**src/rtl/prefix_adder_pipe_pkg.sv**
```systemverilog
// prefix_adder_pipe_pkg
//   Shared constant functions for the pipelined Kogge-Stone adder.
//   clog2     : prefix depth for a given operand width.
//   cut_after : whether a register slice follows a given prefix level.
//   There are no ports; the package is imported by prefix_adder_pipe.
`ifndef PREFIX_ADDER_PIPE_PKG_SV
`define PREFIX_ADDER_PIPE_PKG_SV

package prefix_adder_pipe_pkg;

  // Ceiling log2 for n >= 1 (clog2(1) = 0).
  function automatic int clog2(input int n);
    int r;
    r = 0;
    for (int v = 1; v < n; v = v * 2) begin
      r++;
    end
    return r;
  endfunction

  // Levels are numbered from 0. A cut follows every per_stage-th level.
  // The last level always gets one, so the sum stage starts from registers.
  // Pipeline latency is therefore ceil(levels / per_stage) + 1.
  function automatic bit cut_after(input int lvl, input int levels, input int per_stage);
    return (((lvl + 1) % per_stage) == 0) || (lvl == levels - 1);
  endfunction

endpackage

`endif

```
**src/rtl/prefix_adder_pipe_pg_combine_cell.sv**
```systemverilog
// pg_combine_inv / pg_combine_cell
//   Group propagate/generate combine for one prefix node.
//   The upper group (hi) is merged with the adjacent lower group (lo).
//   pg_combine_inv is the inverting AOI/NAND form.
//   pg_combine_cell restores true polarity so prefix levels can be chained
//   without tracking alternating polarity.
//   Ports (both modules):
//     g_hi_i, p_hi_i : generate/propagate of the upper group
//     g_lo_i, p_lo_i : generate/propagate of the lower group
//     pg_combine_inv  : g_n_o = ~(Gu | Pu&Gl), p_n_o = ~(Pu & Pl)
//     pg_combine_cell : g_o   =   Gu | Pu&Gl,  p_o   =   Pu & Pl
`ifndef PREFIX_ADDER_PIPE_PG_COMBINE_CELL_SV
`define PREFIX_ADDER_PIPE_PG_COMBINE_CELL_SV

module pg_combine_inv (
  input  logic g_hi_i,
  input  logic p_hi_i,
  input  logic g_lo_i,
  input  logic p_lo_i,
  output logic g_n_o,
  output logic p_n_o
);
  assign g_n_o = ~(g_hi_i | (p_hi_i & g_lo_i));
  assign p_n_o = ~(p_hi_i & p_lo_i);
endmodule

module pg_combine_cell (
  input  logic g_hi_i,
  input  logic p_hi_i,
  input  logic g_lo_i,
  input  logic p_lo_i,
  output logic g_o,
  output logic p_o
);
  logic g_n;
  logic p_n;

  pg_combine_inv u_inv (
    .g_hi_i (g_hi_i),
    .p_hi_i (p_hi_i),
    .g_lo_i (g_lo_i),
    .p_lo_i (p_lo_i),
    .g_n_o  (g_n),
    .p_n_o  (p_n)
  );

  assign g_o = ~g_n;
  assign p_o = ~p_n;
endmodule

`endif

```
**src/rtl/prefix_adder_pipe.sv**
```systemverilog
// prefix_adder_pipe
//   Pipelined Kogge-Stone adder/subtractor with a valid/ready handshake.
//   A register slice follows every STAGE_LEVELS prefix levels, and one
//   follows the final level. A registered sum stage drives the outputs.
//   Latency is ceil(clog2(WIDTH)/STAGE_LEVELS) + 1 cycles.
//   The whole pipeline stalls together whenever the output is held.
//   Ports:
//     clk, rst            : rising-edge clock, synchronous active-high reset
//     in_valid / in_ready : operand beat handshake (in_ready = pipeline enable)
//     a, b, cin, sub      : operands; sub=1 computes a + ~b + 1, ignoring cin
//     out_valid/out_ready : result beat handshake
//     sum, cout, ovf      : result, carry out (not-borrow for sub), signed overflow
`ifndef PREFIX_ADDER_PIPE_SV
`define PREFIX_ADDER_PIPE_SV

module prefix_adder_pipe
  import prefix_adder_pipe_pkg::*;
#(
  parameter int WIDTH        = 32,
  parameter int STAGE_LEVELS = 2
) (
  input  logic             clk,
  input  logic             rst,
  input  logic             in_valid,
  output logic             in_ready,
  input  logic [WIDTH-1:0] a,
  input  logic [WIDTH-1:0] b,
  input  logic             cin,
  input  logic             sub,
  output logic             out_valid,
  input  logic             out_ready,
  output logic [WIDTH-1:0] sum,
  output logic             cout,
  output logic             ovf
);
  localparam int L = clog2(WIDTH);

  // Every stage advances together. It only holds while a result waits.
  logic en;
  logic out_valid_q;

  assign en       = !out_valid_q || out_ready;
  assign in_ready = en;

  // Stage 0: bit-level p/g. Vector index j holds bit position j-1.
  // Index 0 is the carry-in, treated as a pure generate (p = 0).
  // So after the prefix tree, G at index j is carry(j-1).
  logic [WIDTH-1:0] b_eff;
  logic [WIDTH-1:0] p_bits;
  logic             c0;
  logic [WIDTH:0]   g_init;
  logic [WIDTH:0]   p_init;

  assign b_eff  = sub ? ~b : b;
  assign c0     = sub ? 1'b1 : cin;
  assign p_bits = a ^ b_eff;
  assign g_init = {a & b_eff, c0};
  assign p_init = {p_bits, 1'b0};

  genvar gi;
  for (gi = 0; gi < L; gi++) begin : g_lvl
    localparam int DIST = 1 << gi;

    logic [WIDTH:0]   g_src;
    logic [WIDTH:0]   p_src;
    logic [WIDTH:0]   g_d;
    logic [WIDTH:0]   p_d;
    logic [WIDTH:0]   g_nxt;
    logic [WIDTH:0]   p_nxt;
    logic [WIDTH-1:0] pb_src;
    logic [WIDTH-1:0] pb_nxt;
    logic             v_src;
    logic             v_nxt;

    if (gi == 0) begin : g_from_in
      assign g_src  = g_init;
      assign p_src  = p_init;
      assign pb_src = p_bits;
      assign v_src  = in_valid;
    end else begin : g_from_prev
      assign g_src  = g_lvl[gi-1].g_nxt;
      assign p_src  = g_lvl[gi-1].p_nxt;
      assign pb_src = g_lvl[gi-1].pb_nxt;
      assign v_src  = g_lvl[gi-1].v_nxt;
    end

    // Nodes whose lower partner would fall below the carry-in position
    // already span down to it and just pass through.
    for (genvar gj = 0; gj <= WIDTH; gj++) begin : g_node
      if (gj >= DIST) begin : g_cell
        pg_combine_cell u_cell (
          .g_hi_i (g_src[gj]),
          .p_hi_i (p_src[gj]),
          .g_lo_i (g_src[gj-DIST]),
          .p_lo_i (p_src[gj-DIST]),
          .g_o    (g_d[gj]),
          .p_o    (p_d[gj])
        );
      end else begin : g_buf
        assign g_d[gj] = g_src[gj];
        assign p_d[gj] = p_src[gj];
      end
    end

    if (cut_after(gi, L, STAGE_LEVELS)) begin : g_cut
      logic [WIDTH:0]   g_q;
      logic [WIDTH:0]   p_q;
      logic [WIDTH-1:0] pb_q;
      logic             v_q;

      // Only the valid bit needs reset; data behind a clear valid is ignored.
      always_ff @(posedge clk) begin
        if (rst) begin
          v_q <= 1'b0;
        end else if (en) begin
          v_q  <= v_src;
          g_q  <= g_d;
          p_q  <= p_d;
          pb_q <= pb_src;
        end
      end

      assign g_nxt  = g_q;
      assign p_nxt  = p_q;
      assign pb_nxt = pb_q;
      assign v_nxt  = v_q;
    end else begin : g_comb
      assign g_nxt  = g_d;
      assign p_nxt  = p_d;
      assign pb_nxt = pb_src;
      assign v_nxt  = v_src;
    end
  end

  // Sum stage. G[WIDTH] spans bits WIDTH-1..0 at least. Folding in the
  // carry-in once more gives carry(MSB). If G[WIDTH] already included it,
  // P[WIDTH] is 0 and the extra term has no effect.
  logic [WIDTH:0]   g_fin;
  logic [WIDTH:0]   p_fin;
  logic [WIDTH-1:0] pb_fin;
  logic             v_fin;
  logic [WIDTH-1:0] sum_d;
  logic             cout_d;
  logic             ovf_d;
  logic [WIDTH-1:0] sum_q;
  logic             cout_q;
  logic             ovf_q;
  logic             unused_p_fin;

  assign g_fin  = g_lvl[L-1].g_nxt;
  assign p_fin  = g_lvl[L-1].p_nxt;
  assign pb_fin = g_lvl[L-1].pb_nxt;
  assign v_fin  = g_lvl[L-1].v_nxt;

  assign sum_d  = pb_fin ^ g_fin[WIDTH-1:0];
  assign cout_d = g_fin[WIDTH] | (p_fin[WIDTH] & g_fin[0]);
  // g_fin[WIDTH-1] is the carry into the MSB.
  assign ovf_d  = g_fin[WIDTH-1] ^ cout_d;

  // Only the topmost group propagate is needed by the sum stage.
  assign unused_p_fin = ^p_fin[WIDTH-1:0];

  always_ff @(posedge clk) begin
    if (rst) begin
      out_valid_q <= 1'b0;
      sum_q       <= '0;
      cout_q      <= 1'b0;
      ovf_q       <= 1'b0;
    end else if (en) begin
      out_valid_q <= v_fin;
      sum_q       <= sum_d;
      cout_q      <= cout_d;
      ovf_q       <= ovf_d;
    end
  end

  assign out_valid = out_valid_q;
  assign sum       = sum_q;
  assign cout      = cout_q;
  assign ovf       = ovf_q;

endmodule

`endif

```
**config.mk**
```make
export PLATFORM = sky130hd
export DESIGN_NAME = prefix_adder_pipe
export DESIGN_NICKNAME = d
export VERILOG_FILES = /design/src/rtl/prefix_adder_pipe_pkg.sv /design/src/rtl/prefix_adder_pipe_pg_combine_cell.sv /design/src/rtl/prefix_adder_pipe.sv
export SDC_FILE = /design/constraint.sdc
export NUM_CORES = 1
export LEC_CHECK = 0
export ABC_AREA = 1
export CORE_MARGIN = 4
export CORE_UTILIZATION = 45
export DETAILED_ROUTE_END_ITERATION = 8
export HOLD_SLACK_MARGIN = 0.12
export PLACE_DENSITY = 0.79
export SKIP_CTS_REPAIR_TIMING = 1
export SYNTH_ARGS = -nofsm -noshare
export SYNTH_HDL_FRONTEND = slang
export SYNTH_SLANG_ARGS = --single-unit
```
**constraint.sdc**
```tcl
create_clock -name clk -period 12.3 [get_ports clk]
set_input_delay 1.845 -clock clk [delete_from_list [all_inputs] [get_ports clk]]
set_output_delay 1.845 -clock clk [all_outputs]
set_load 0.01 [all_outputs]
```
==> flow_metrics.py <==
metrics = {
    "critical_path": {
        "crit_type": "input port to primary output",
        "cp.arrival_ns": 3.53,
        "worst-path-max-fanout": 73,
        "end_kind": "primary output",
        "cp_data_required_time_ns": 10.45,
        "cp-start-kind": "input port",
    },
    "synthesis": {
        "syn-cell-area_um2": 10830,
        "synth_edf_count": 242,
        "synth_seq_cells": 280,
        "synthTopCellsByCount": "242 x edfxtp_1, 81 x a21oi_1, 72 x nand2_1, 52 x nor2_1, 49 x o21ai_0",
        "synth_most_common_cell": "edfxtp_1",
        "synth_warnings": 0,
        "yosysTopAreaCell": "edfxtp_1",
        "avgSynthCellArea_um2": 14.56,
        "synth_cell_types": 23,
        "yosysSeqAreaShare_pct": 74.11,
        "synth-async-reset-ratio_pct": 0,
        "synth.net_count": 846,
        "yosysTopAreaCellShare_pct": 67.09,
        "yosys_most_used_dff": "edfxtp_1",
        "synthCells": 744,
        "yosys-top-cells-area": "edfxtp_1 67%, dfxtp_1 7.0%, a21oi_1 3.7%",
    },
    "floorplan": {
        "fp.dieArea_um2": 26620,
        "core_um2": 23540,
        "die_h_um": 163.1,
        "rows": 56,
        "start_util_pct": 46.01,
        "io_pins": 106,
        "die_w_um": 163.1,
    },
    "global_route": {
        "grt_pass1_vias": 6092,
        "grt.total_usage_pct": 15.39,
        "grt_overflow_total": 0,
        "grt_max_degree": 218,
        "grt_pass1_wl_um": 32340,
        "antenna_found_initial": 0,
    },
    "placement": {
        "placed_cells": 1155,
        "gp_congestion": 0.8001,
        "port_buffers": 105,
        "hpwl_um": 14730,
        "place_area_um2": 12180,
    },
    "clocking": {
        "cts_sinks": 280,
        "clockRootBuffer": "clkbuf_16",
        "cts_buffer_depth": 3,
        "htree_levels": 1,
        "clk_pin_slew_ns": 0.06,
        "insertion_delay_ns": 0.51,
        "numCtsBuffers": 26,
        "cts_tree": "built",
    },
    "layout": {
        "drive_gt1_share_pct": 4.649,
        "fin_nets": 966,
        "fillCellCount": 1899,
        "area_growth_pct": 20.11,
        "n_antenna_cell": 0,
        "fin_area_um2": 13010,
        "final_cells": 1201,
        "final_core_util_pct": 55.26,
    },
    "timing": {
        "setup_viol": 0,
        "fin_crit_sh_pct": 43.69,
        "max-slew-margin-rel_pct": 20.90,
        "slew_viol_final": 0,
        "final_hold_viol_count": 0,
        "finalSetupTns_ns": 0,
        "worstMarginPinSlew_ns": 1.187,
        "skew_ns": 0.01121,
        "max_clock_freq_mhz": 186.1,
        "layout_min_cycle_time_ns": 5.374,
        "grt_setup_unrepaired": "false",
    },
    "status": {
        "status": "finished, final reports clean",
    },
    "power_and_ir_drop": {
        "vdd_drop_max_mv": 0.09840,
        "p_leak_nw": 4.738,
        "power_density_nw_per_um2": 168.1,
    },
    "min_path": {
        "hold_path.class": "register to register",
    },
    "route": {
        "vias": 6129,
        "drc": 0,
        "firstDrtPassIters": 5,
        "drtIter0Drc": 474,
        "drtAntennaViolNets": 0,
        "routed_wirelength_um": 20610,
        "wl_per_cell_um": 17.16,
        "vias_per_cell": 5.103,
    },
    "job": {
        "cap_violations": 0,
    },
}
routing by layer:
layer	part of all wire [%]	routed length, um	GRT usage (%)	vias up
li1	-	-	-	2978
met1	42	8681	20.65	2940
met2	51	10550	27.19	192
met3	5.5	1142	2.094	19
met4	1.2	239	2.936	0
met5	0	0	0	-
power breakdown:
group / switching [mW] / internal [mW] / total [mW]
Sequential: 0.0482 / 1.14 / 1.19
Clock: 0.314 / 0.461 / 0.775
Combinational: 0.122 / 0.0993 / 0.221
Total: 0.484 / 1.70 / 2.19
worst max-delay path: stages:
cell and delay (ns):
clkdlybuf4s50_1 0.48, inv_2 0.05, nand2_4 0.48, clkdlybuf4s50_1 0.66
final cells by class:
type | instances | area (um2) | area share (%)
clock buffers | 33 | 698.2 | 5.366
clock inverters | 13 | 131.4 | 1.010
inverters | 17 | 63.81 | 0.4905
multi-input cells | 433 | 2624 | 20.17
flip-flops and latches | 280 | 8028 | 61.70
well taps | 319 | 399.1 | 3.068
repair buffers | 106 | 1066 | 8.194
stage by stage:
stage | setup slack, ns | power [mW] | hold WS [ns]
detailed placement | 6.929 | 1.431 | 0.4045
finish | 6.926 | 2.187 | 0.4141
CTS | 6.926 | 2.205 | 0.4155
global route | 6.831 | 2.276 | 0.4233
global placement | 6.949 | 1.421 | 0.4002
floorplan | 3.461 | 1.328 | 0.4003
cells by family (layout without fill, tap and decap cells):
kind of cell	Yosys count	after routing	synth area share [%]
flops	280	280	74.11
compound gates	189	189	9.807
simple gates	148	148	5.475
xor+xnor	64	64	5.175
fa+ha+maj	32	32	3.696
buf+inv	31	169	1.733
final timing paths:
path / from / endpoint / slack, ns / cells after the start
setup reg to reg: out_valid / g_lvl[1].g_cut.p_q[15] / 9.16 / 4
hold / removal: g_lvl[3].g_cut.pb_q[15] / g_lvl[4].g_cut.pb_q[15] / 0.41 / 0
hold reg to reg: g_lvl[3].g_cut.pb_q[15] / g_lvl[4].g_cut.pb_q[15] / 0.41 / 0
setup / recovery: out_ready / in_ready / 6.93 / 4
sequential cells by signal, summed over array words and instances, names as in the netlist:
register and count:
ovf 1, g_lvl.g_cut.pb_q 96, out_valid 1, g_lvl.g_cut.v_q 3
g_lvl.g_cut.p_q 47, g_lvl.g_cut.g_q 66, g_fin 33, cout 1
sum 32
cell usage in the layout, fill, tap and decap left out, types with 5 or more instances in the layout:
cell type / instances
edfxtp_1: 242
clkdlybuf4s50_1: 104
a21oi_1: 81
nand2_1: 72
nor2_1: 51
o21ai_0: 49
dfxtp_1: 38
xor2_1: 32
xnor2_1: 32
ha_1: 32
a21o_1: 29
clkbuf_16: 27
nand3_1: 17
inv_1: 15
o21ai_1: 14
o21bai_1: 12
clkinv_1: 7
clkbuf_1: 6
nor3_1: 5
Power figures use the tool's default switching activity.
